**src/rtl/neuron_8s.sv**
```systemverilog
// 8-synapse leaky integrate-and-fire neuron: synchronised event capture, decaying
// synaptic traces, a leaky membrane and a 1-cycle spike with membrane clear.
module neuron_8s #(
    parameter int p_width     = 8,
    parameter int p_resbit    = 10,
    parameter int p_spike_num = 2,
    parameter int p_syn_shift = 4,
    parameter int p_mem_shift = 6,
    localparam int W = p_width + p_resbit + p_spike_num + 3
) (
    input  logic               i_clk,
    input  logic               i_rst,
    input  logic [8:1]         i_event,
    input  logic [p_width-1:0] i_weight_1,
    input  logic [p_width-1:0] i_weight_2,
    input  logic [p_width-1:0] i_weight_3,
    input  logic [p_width-1:0] i_weight_4,
    input  logic [p_width-1:0] i_weight_5,
    input  logic [p_width-1:0] i_weight_6,
    input  logic [p_width-1:0] i_weight_7,
    input  logic [p_width-1:0] i_weight_8,
    input  logic [W-1:0]       i_threshold,
    output logic [8:1]         o_syncout,
    output logic [W-1:0]       o_sv,
    output logic [W-1:0]       o_neuron_out,
    output logic               o_spike
);

    typedef logic [W:0]   ext_t;
    typedef logic [W+2:0] sum_t;

    logic [8:1]         a_q, a_d, b_q, b_d, c_q, c_d;
    logic [W-1:0]       syn_q [1:8];
    logic [W-1:0]       syn_d [1:8];
    logic [W-1:0]       sv_q, sv_d, v_q, v_d;
    logic               spike_q, spike_d;
    logic [p_width-1:0] weight [1:8];
    logic [8:1]         pulse;
    sum_t               sum;
    ext_t               vtmp;
    logic [W-1:0]       vn;

    // Decrement of at least 1 while nonzero so a decaying value always reaches 0.
    function automatic logic [W-1:0] decay(input logic [W-1:0] val, input int shift);
        logic [W-1:0] d;
        d = val >> shift;
        if (d == '0 && val != '0) d = W'(1);
        return d;
    endfunction

    function automatic logic [W-1:0] sat(input ext_t val);
        return val[W] ? {W{1'b1}} : val[W-1:0];
    endfunction

    always_comb begin
        weight[1] = i_weight_1;
        weight[2] = i_weight_2;
        weight[3] = i_weight_3;
        weight[4] = i_weight_4;
        weight[5] = i_weight_5;
        weight[6] = i_weight_6;
        weight[7] = i_weight_7;
        weight[8] = i_weight_8;

        a_d   = i_event;
        b_d   = a_q;
        c_d   = b_q;
        pulse = b_q & ~c_q;

        sum = '0;
        for (int k = 1; k <= 8; k++) begin
            ext_t add;
            add = '0;
            if (pulse[k]) add = ext_t'(weight[k]) << p_resbit;
            syn_d[k] = sat(ext_t'(syn_q[k]) - ext_t'(decay(syn_q[k], p_syn_shift)) + add);
            sum = sum + sum_t'(syn_q[k]);
        end
        sv_d = (sum[W+2:W] != 3'b000) ? {W{1'b1}} : sum[W-1:0];

        vtmp = ext_t'(v_q) - ext_t'(decay(v_q, p_mem_shift)) + ext_t'(sv_q >> p_syn_shift);
        vn   = sat(vtmp);
        if (vn >= i_threshold) begin
            v_d     = '0;
            spike_d = 1'b1;
        end else begin
            v_d     = vn;
            spike_d = 1'b0;
        end
    end

    always_ff @(posedge i_clk) begin
        if (i_rst) begin
            a_q     <= '0;
            b_q     <= '0;
            c_q     <= '0;
            sv_q    <= '0;
            v_q     <= '0;
            spike_q <= 1'b0;
            for (int k = 1; k <= 8; k++) syn_q[k] <= '0;
        end else begin
            a_q     <= a_d;
            b_q     <= b_d;
            c_q     <= c_d;
            sv_q    <= sv_d;
            v_q     <= v_d;
            spike_q <= spike_d;
            for (int k = 1; k <= 8; k++) syn_q[k] <= syn_d[k];
        end
    end

    assign o_syncout    = pulse;
    assign o_sv         = sv_q;
    assign o_neuron_out = v_q;
    assign o_spike      = spike_q;

endmodule

```
**config.mk**
```make
export PLATFORM = sky130hd
export DESIGN_NAME = neuron_8s
export DESIGN_NICKNAME = d
export VERILOG_FILES = /design/src/rtl/neuron_8s.sv
export SDC_FILE = /design/constraint.sdc
export NUM_CORES = 1
export LEC_CHECK = 0
export BUFFER_PORTS_ARGS = -buffer_cell sky130_fd_sc_hd__buf_2
export CAP_MARGIN = 20
export CORE_MARGIN = 2
export CORE_UTILIZATION = 45
export CTS_CLUSTER_SIZE = 16
export DETAILED_ROUTE_END_ITERATION = 16
export SLEW_MARGIN = 20
export SYNTH_ARGS = -nofsm -noshare
export SYNTH_HDL_FRONTEND = slang
export SYNTH_SLANG_ARGS = --single-unit
export TNS_END_PERCENT = 5
```
**constraint.sdc**
```tcl
create_clock -name i_clk -period 5.21 [get_ports i_clk]
set_input_delay 0.7815 -clock i_clk [delete_from_list [all_inputs] [get_ports i_clk]]
set_output_delay 0.7815 -clock i_clk [all_outputs]
set_load 0.02 [all_outputs]
```
# ---- Word level (Yosys, flattened, before mapping)
# Memory sizes are Yosys's and may differ from the RTL's.
# Index checks and enable logic that the tools add are counted.
dict set report totals {
  regBits 71
  ramBits 184
  output_inout_bits 55
  wordCells 111
  mem_count 1
}
dict set report op_classes {
  n_addsub 25
  magnitude_cmp 1
  mux 39
  bitwise_logic 10
  n_reduce_logical 29
}
# name depth width rd rd_ports_with_merged_regs write_ports line_no
set memory_table {}
lappend memory_table {syn_q 8 23 8 0 8 33} ;# logic [W-1:0] syn_q [1:8];
# cell count
set ops {}
lappend ops {{$mux W23} 18}
lappend ops {{$logic_not A23 Y1} 9}
lappend ops {{$reduce_bool A23 Y1} 9}
lappend ops {{$add A24 B18 Y24} 8}
lappend ops {{$sub A23 B19 Y24} 8}
lappend ops {{$mux W19} 8}
lappend ops {{$mux W18} 8}
lappend ops {{$add A26 B23 Y26} 4}
lappend ops {{$add A25 B23 Y26} 1}
lappend ops {{$add A24 B23 Y25} 1}
lappend ops {{$add A23 B23 Y24} 1}
lappend ops {{$add A24 B19 Y24} 1}
lappend ops {{$sub A23 B17 Y24} 1}
lappend ops {{$ge A23 B23 Y1} 1}
lappend ops {{$mux W17} 1}
lappend ops {{$logic_and A1 B1 Y1} 9}
lappend ops {{$and A8 B8 Y8} 1}
lappend ops {{$not A8 Y8} 1}
lappend ops {{$or A1 B1 Y1} 8}
lappend ops {{$mux W1} 4}
lappend ops {{$reduce_bool A3 Y1} 1}
lappend ops {{$reduce_or A2 Y1} 1}

# ---- Logic depth before layout (Yosys ltp)
# Gate-level depths: netlist of run 1.
# An unclocked memory read counts as a cell.
dict set report depth {
  ltp_word 10
  ltp_mapped 29
}

# ---- Least setup slack after synthesis of run 1
# OpenSTA, ideal clock, no wires.
dict set report synth_timing {
  path_kind {register to register}
  start {reg v_q[20] (netlist: o_neuron_out[20])}
  end {reg v_q[13] (netlist: o_neuron_out[13])}
  setup_ns 0.076
  t_arrival_ns 5.657
  required_ns 5.134
  slack_ns -0.523
  path_stages_with_launch 30
  path_buffers 3
  path_cell_list {dfxtp_1 inv_1 ha_1 nor4b_1 nand4_1 a21oi_1 or2_2 ha_1 inv_1 ha_1 a211oi_2 nor4_1 or2_1 o41ai_4 o41ai_2 a221oi_2 xnor2_1 clkbuf_1 or2_1 ha_1 a211oi_1 o21bai_1 a21o_1 a21oi_1 o21ai_0 a41oi_1 and3b_1 buf_1 clkbuf_1 a21boi_0}
}
dict set report synth_via {
  elab_chain_len 8
  elab_cells_between_ends 9
}
# element line_no
set synth_rtl {}
lappend synth_rtl {{start, declared} 35} ;# logic [W-1:0] sv_q, sv_d, v_q, v_d;
lappend synth_rtl {{start signal, assigned} 105} ;# v_q <= v_d;
lappend synth_rtl {{$logic_not A23 Y1 / $reduce_bool A23 Y1 (equally long branches)} 47} ;# if (d == '0 && val != '0) d = W'(1);
lappend synth_rtl {{$logic_and A1 B1 Y1} 47}
lappend synth_rtl {{$mux W17} 47}
lappend synth_rtl {{$sub A23 B17 Y24 *} 80} ;# vtmp = ext_t'(v_q) - ext_t'(decay(v_q, p_mem_shift)) + ext_t'(sv_q >> p_syn_shift);
lappend synth_rtl {{$add A24 B19 Y24 *} 80}
lappend synth_rtl {{$mux W23 *} 52} ;# return val[W] ? {W{1'b1}} : val[W-1:0];
lappend synth_rtl {{via vn[8]} 41} ;# logic [W-1:0] vn;
lappend synth_rtl {{$ge A23 B23 Y1 *} 82} ;# if (vn >= i_threshold) begin
lappend synth_rtl {{$reduce_or A2 Y1 (no line) *} n/a}
# Mark *: on every way through the listed nets, which the timed path passes. The rest lies on a longest branch.
# A chain may end at the register's enable or synchronous reset.

# ---- Worst setup path in the final report of run 1
dict set report layout_timing {
  start {reg v_q[20] (netlist: o_neuron_out[20])}
  end {reg v_q[20] (netlist: o_neuron_out[20])}
}
# The elaborated chain is that of the path after synthesis.

==> impl_metrics.toml, run 1 <==
[status]
status = "finished, violations left"
violations = "setup timing"

[detailed_routing]
drt-pass1-iter-count = 5
vias_per_cell = 5.35
drc = 0
wl_um = 75500
ant_nets = 0
vias = 22167
wl_per_cell_um = 18.2
drt_iter0_markers = 1071

[global_routing]
grt_first_pass_wirelength_um = 120000
grt_use_met1_pct = 32.7
antenna_found_initial = 0
grtUsageMet3_pct = 3.25
grt_max_degree = 131
overflow = 0
use_met2_pct = 43.0
grt.total_usage_pct = 25.0
busiest_layer = "met2"
grt_pass1_vias = 22453

[synth]
synth_edf_count = 0
syn_area_um2 = 26400
synth_top_cells_by_count = "inv_1 (620), a21oi_1 (376), ha_1 (348)"
yosysTopAreaCellShare_pct = 19.3
synthFlopType = "dfxtp_1"
async_flop_share_pct = 0
synth-seq-cells = 255
yosysWarnings = 0
synth_cells = 3161
yosysMostFrequentCell = "inv_1"
synth_top_cells_by_area = "dfxtp_1 (19%), fa_1 (17%), ha_1 (16%)"
syn_nets = 3832
synth_cell_type_count = 65
syn_avg_cell_area_um2 = 8.36
synth_top_area_cell = "dfxtp_1"
yosysSeqAreaShare_pct = 19.3

[placed_design]
place.gp.congestion = 1.00
dp_cells = 4070
portBuffers = 151
dpl_cell_area_um2 = 28700
dp_hpwl_um = 61900

[finish]
drive_above_1_share_pct = 12.8
fillCellCount = 5500
finalNetCount = 4027
layout.cells.non_filler = 4144
area_delta_synth_final_pct = 14.6
fin_area_um2 = 30300
n_antenna_cell = 0

[setup_path]
path_common_cell = "buf_4"
critPathSlowestCell = "fa_1"
start_kind = "flip-flop"
slowest_delay_ns = 0.47
critPathCaptureType = "flip-flop"
cp.arrival_ns = 5.95
crit_required_ns = 5.63
critPathMaxFanout = 12
path_class = "flip-flop to flip-flop"

[sta]
fin_crit_sh_pct = 106
slew_headroom_pct = 34.3
setup_violations = 24
holdWs_ns = 0.421
fin_crit_ns = 5.53
rsz0062_at_grt = "true"
worstMarginPinSlew_ns = 0.985
fin_tns_setup_ns = -6.14
slew_viol_final = 0
fin_ws_ns = -0.322
skew_ns = 0.0317
timing.final.hold_violations = 0
max_freq_ghz = 0.181

[hold_path]
hp-class = "input pin to flip-flop"

[floorplan]
initial_utilization_pct = 45.6
rows = 88
die_h_um = 246
core_area_um2 = 57900
ioPinCount = 152
dieArea_um2 = 60700
die_width_um = 246

[clocking]
clock_latency_ns = 0.57
cts-htree-levels = 2
clockRootBuffer = "clkbuf_16"
cts_buffers = 35
cts_max_path_buffers = 3
cts_tree = "yes"
clock_sinks = 255
clk_pin_slew_worst_paths_ns = 0.06
postCtsHoldBufs = 0

[run]
cap_viol_max_count = 0
critical path: cells and delay by family (launching register included):
family          cells  cell delay, ns
buf+inv             7            0.87
simple gates        6            1.10
fa+ha+maj           4            1.03
flops               1            0.35
compound gates     11            1.94
xor+xnor            1            0.11
timing repair:
action / 4_1_cts / 5_1_grt
gates cloned: 1 / 0
pin swaps: 19 / 20
gates resized for setup: 53 / 19
setup buffers: 9 / 5
endpoints found under the setup margin: 47 / 96
endpoints found under the hold margin: 0 / 0
final timing paths:
kind	slack, ns	depth (start not counted)	from	endpoint
min	0.42	2	i_event[3]	a_q[3]$_SDFF_PP0_
max reg2reg	-0.32	29	o_neuron_out[20]$_SDFF_PP0_	o_neuron_out[20]$_SDFF_PP0_
min reg2reg	0.44	1	a_q[2]$_SDFF_PP0_	b_q[2]$_SDFF_PP0_
max	-0.32	29	o_neuron_out[20]$_SDFF_PP0_	o_neuron_out[20]$_SDFF_PP0_
logic make-up after synthesis:
kind of cell	Yosys count	synth area share [%]
AND/OR/NAND/NOR	567	10.8
buffers and inverters	751	10.8
AO/OA/AOI/OAI	812	18.8
XOR/XNOR	201	6.66
adder cells (fa/ha/maj)	574	33.6
multiplexers	1	0.0379
flip-flops	255	19.3
sequential cells by signal, summed over array words and instances (netlist names):
name and count:
syn_q 184, o_neuron_out 23, o_sv 23, a_q 8
b_q 8, c_q 8, o_spike 1
area by class of cell:
cell class	count	area (um2)	area share [%]
sequential	255	5110	16.9
clock buffer	49	978	3.23
inverter	620	2330	7.70
clock inverter	11	100	0.330
timing repair buffer	289	1910	6.31
tap	765	957	3.16
multi-input combinational	2155	18900	62.4
metal layers:
metal | routed length [um] | vias to the layer above
li1 | - | 10864
met2 | 36300 | 457
met3 | 3160 | 116
met4 | 2170 | 0
met1 | 33800 | 10730
met5 | 0 | -
stage by stage:
step / setup slack (ns) / util [%]
after detailed placement: -0.686 / 49.6
after CTS: -0.142 / 52.1
after floorplan: -0.00662 / -
after global routing: -0.542 / 52.3
final: -0.322 / 52.3
after global placement: -0.475 / 49.6
cell usage in the layout, fill, tap and decap left out, types with 19 or more instances in the layout:
cell type and n:
inv_1 614, a21oi_1 369, ha_1 332, dfxtp_1 252
fa_1 226, nand2_1 157, buf_2 150, buf_4 127
nor2_1 116, o21ai_0 107, a21o_1 105, xor2_1 101
xnor2_1 98, nor2b_1 47, nand4_1 35, clkbuf_16 35
o21a_1 33, o21bai_1 33, nor4_1 31, nand3_1 26
nor3_1 25, a211oi_1 23, a31oi_1 20, nand2b_1 19
and3_1 19
Power of run 1 is not shown: default switching activity piles up to over one toggle a cycle in this logic, so the estimate is an artifact.
==> inputs of run 2 (changes only) <==
- BUFFER_PORTS_ARGS: -buffer_cell sky130_fd_sc_hd__buf_2 -> not set
- DONT_BUFFER_PORTS: not set -> 1
- TNS_END_PERCENT: 5 -> not set
==> impl_metrics.toml, run 2 (synthesis results as in run 1) <==
[sta]
fin_crit_ns = 5.54
slew_viol_final = 0
worstMarginPinSlew_ns = 0.942
setup_violations = 23
rsz0062_at_grt = "true"
skew_ns = 0.0155
fin_ws_ns = -0.331
timing.final.hold_violations = 0
fin_crit_sh_pct = 106
max_freq_ghz = 0.180
slew_headroom_pct = 37.1

[finish]
layout_commonest_cell = "inv_1"
finalNetCount = 3928
area_delta_synth_final_pct = 13.3
drive_above_1_share_pct = 10.2
largest_reg_flops = 184
fin_area_um2 = 29900
n_antenna_cell = 0
final_cell_mix = "inv_1 (615), a21oi_1 (370), ha_1 (335)"
largest-register = "syn_q"
fillCellCount = 5534

[run]
cap_viol_max_count = 0

[setup_path]
critPathTopFamily = "compound AO/OA/AOI/OAI gates"
crit_buf_inv = 4
critPathSlowestCell = "fa_1"
cp-startpoint = "o_neuron_out[20]$_SDFF_PP0_"
slowest_delay_ns = 0.50
crit_path_end = "o_neuron_out[17]$_SDFF_PP0_"
worstRegToRegCells = 28
crit_required_ns = 5.68
start_kind = "flip-flop"
timing.rr.start = "o_neuron_out[20]$_SDFF_PP0_"
path_common_cell = "a21o_1"
rrSetupSlack_ns = -0.33
critPathMaxFanout = 12
critPathCaptureType = "flip-flop"
path_class = "flip-flop to flip-flop"
cp.depth = 28
rr_endpoint = "o_neuron_out[17]$_SDFF_PP0_"
cp.arrival_ns = 6.02

[clocking]
cts_buffers = 35
cts-htree-levels = 2
clock_sinks = 255
cts_tree = "yes"
cts_max_path_buffers = 3
postCtsHoldBufs = 0
clk_pin_slew_worst_paths_ns = 0.06
clock_latency_ns = 0.55
clockRootBuffer = "clkbuf_16"

[detailed_routing]
wl_um = 76300
drt-pass1-iter-count = 5
drc = 0
vias = 21931
ant_nets = 0
vias_per_cell = 5.42
wl_per_cell_um = 18.9
drt_iter0_markers = 1096

[global_routing]
grt.total_usage_pct = 25.1
antenna_found_initial = 0
overflow = 0
grt_max_degree = 235
grt_first_pass_wirelength_um = 120000
grt_pass1_vias = 22222

[placed_design]
dpl_cell_area_um2 = 28200
place.gp.congestion = 0.952
dp_hpwl_um = 62200
portBuffers = 0

[floorplan]
rows = 88
die_width_um = 246
initial_utilization_pct = 45.6
ioPinCount = 152
die_h_um = 246
core_area_um2 = 57900
dieArea_um2 = 60700

[hold_path]
worstHoldStart = "i_rst"
hp-class = "input pin to flip-flop"

[status]
violations = "setup timing"
status = "finished, violations left"
## run 2: layer usage
metal	track usage (%)	vias to the layer above	routed length, um
li1	-	10683	-
met1	32.5	10621	33900
met2	43.1	500	36600
met3	3.43	127	3300
met4	7.78	0	2510
met5	0	-	0
## run 2: worst min-delay path by stage
stage	endpoint	slack, ns	depth (start not counted)
4_1_cts	o_spike$_SDFF_PP0_	0.29	1
5_1_grt	o_spike$_SDFF_PP0_	0.27	1
3_5_place_dp	b_q[3]$_SDFF_PP0_	0.42	1
6_report	o_spike$_SDFF_PP0_	0.29	1
3_3_place_gp	b_q[5]$_SDFF_PP0_	0.42	1
2_1_floorplan	b_q[1]$_SDFF_PP0_	0.41	1
## run 2: area by class of cell
class / count / area (um2) / area share (%)
clock inverters: 15 / 161 / 0.539
flip-flops and latches: 255 / 5110 / 17.1
multi-input cells: 2155 / 18900 / 63.0
well taps: 765 / 957 / 3.20
clock buffers: 47 / 1020 / 3.42
repair buffers: 190 / 1500 / 5.01
inverters: 620 / 2330 / 7.79
## run 2: repair_timing
item                                    4_1_cts  5_1_grt
endpoints found under the setup margin       24      147
hold endpoints to repair                      0        0
setup buffers                                10        8
pin swaps                                    17       25
cloned                                        1        1
resized for setup                            16       55
## run 2: worst reg2reg max path: cells and delay by family, from the launching register on
kind / cells / cell delay (ns)
flip-flops: 1 / 0.35
adder cells (fa/ha/maj): 4 / 1.00
buffers and inverters: 4 / 0.47
AO/OA/AOI/OAI: 14 / 2.50
AND/OR/NAND/NOR: 5 / 1.05
XOR/XNOR: 1 / 0.11
## run 2: through the flow
stage / setup TNS, ns / utilization (%) / setup slack (ns) / instances / hold slack (ns)
after floorplan: -0.0162 / - / -0.00662 / 3161 / 0.414
after global routing: -15.62 / 51.7 / -0.696 / 4047 / 0.271
after global placement: -7.80 / 48.8 / -0.396 / 3966 / 0.418
final: -6.72 / 51.7 / -0.331 / 4047 / 0.290
after CTS: -6.48 / 51.2 / -0.313 / 4039 / 0.289
after detailed placement: -13.52 / 48.8 / -0.639 / 3966 / 0.425
Power of run 2 is left out for the same reason.
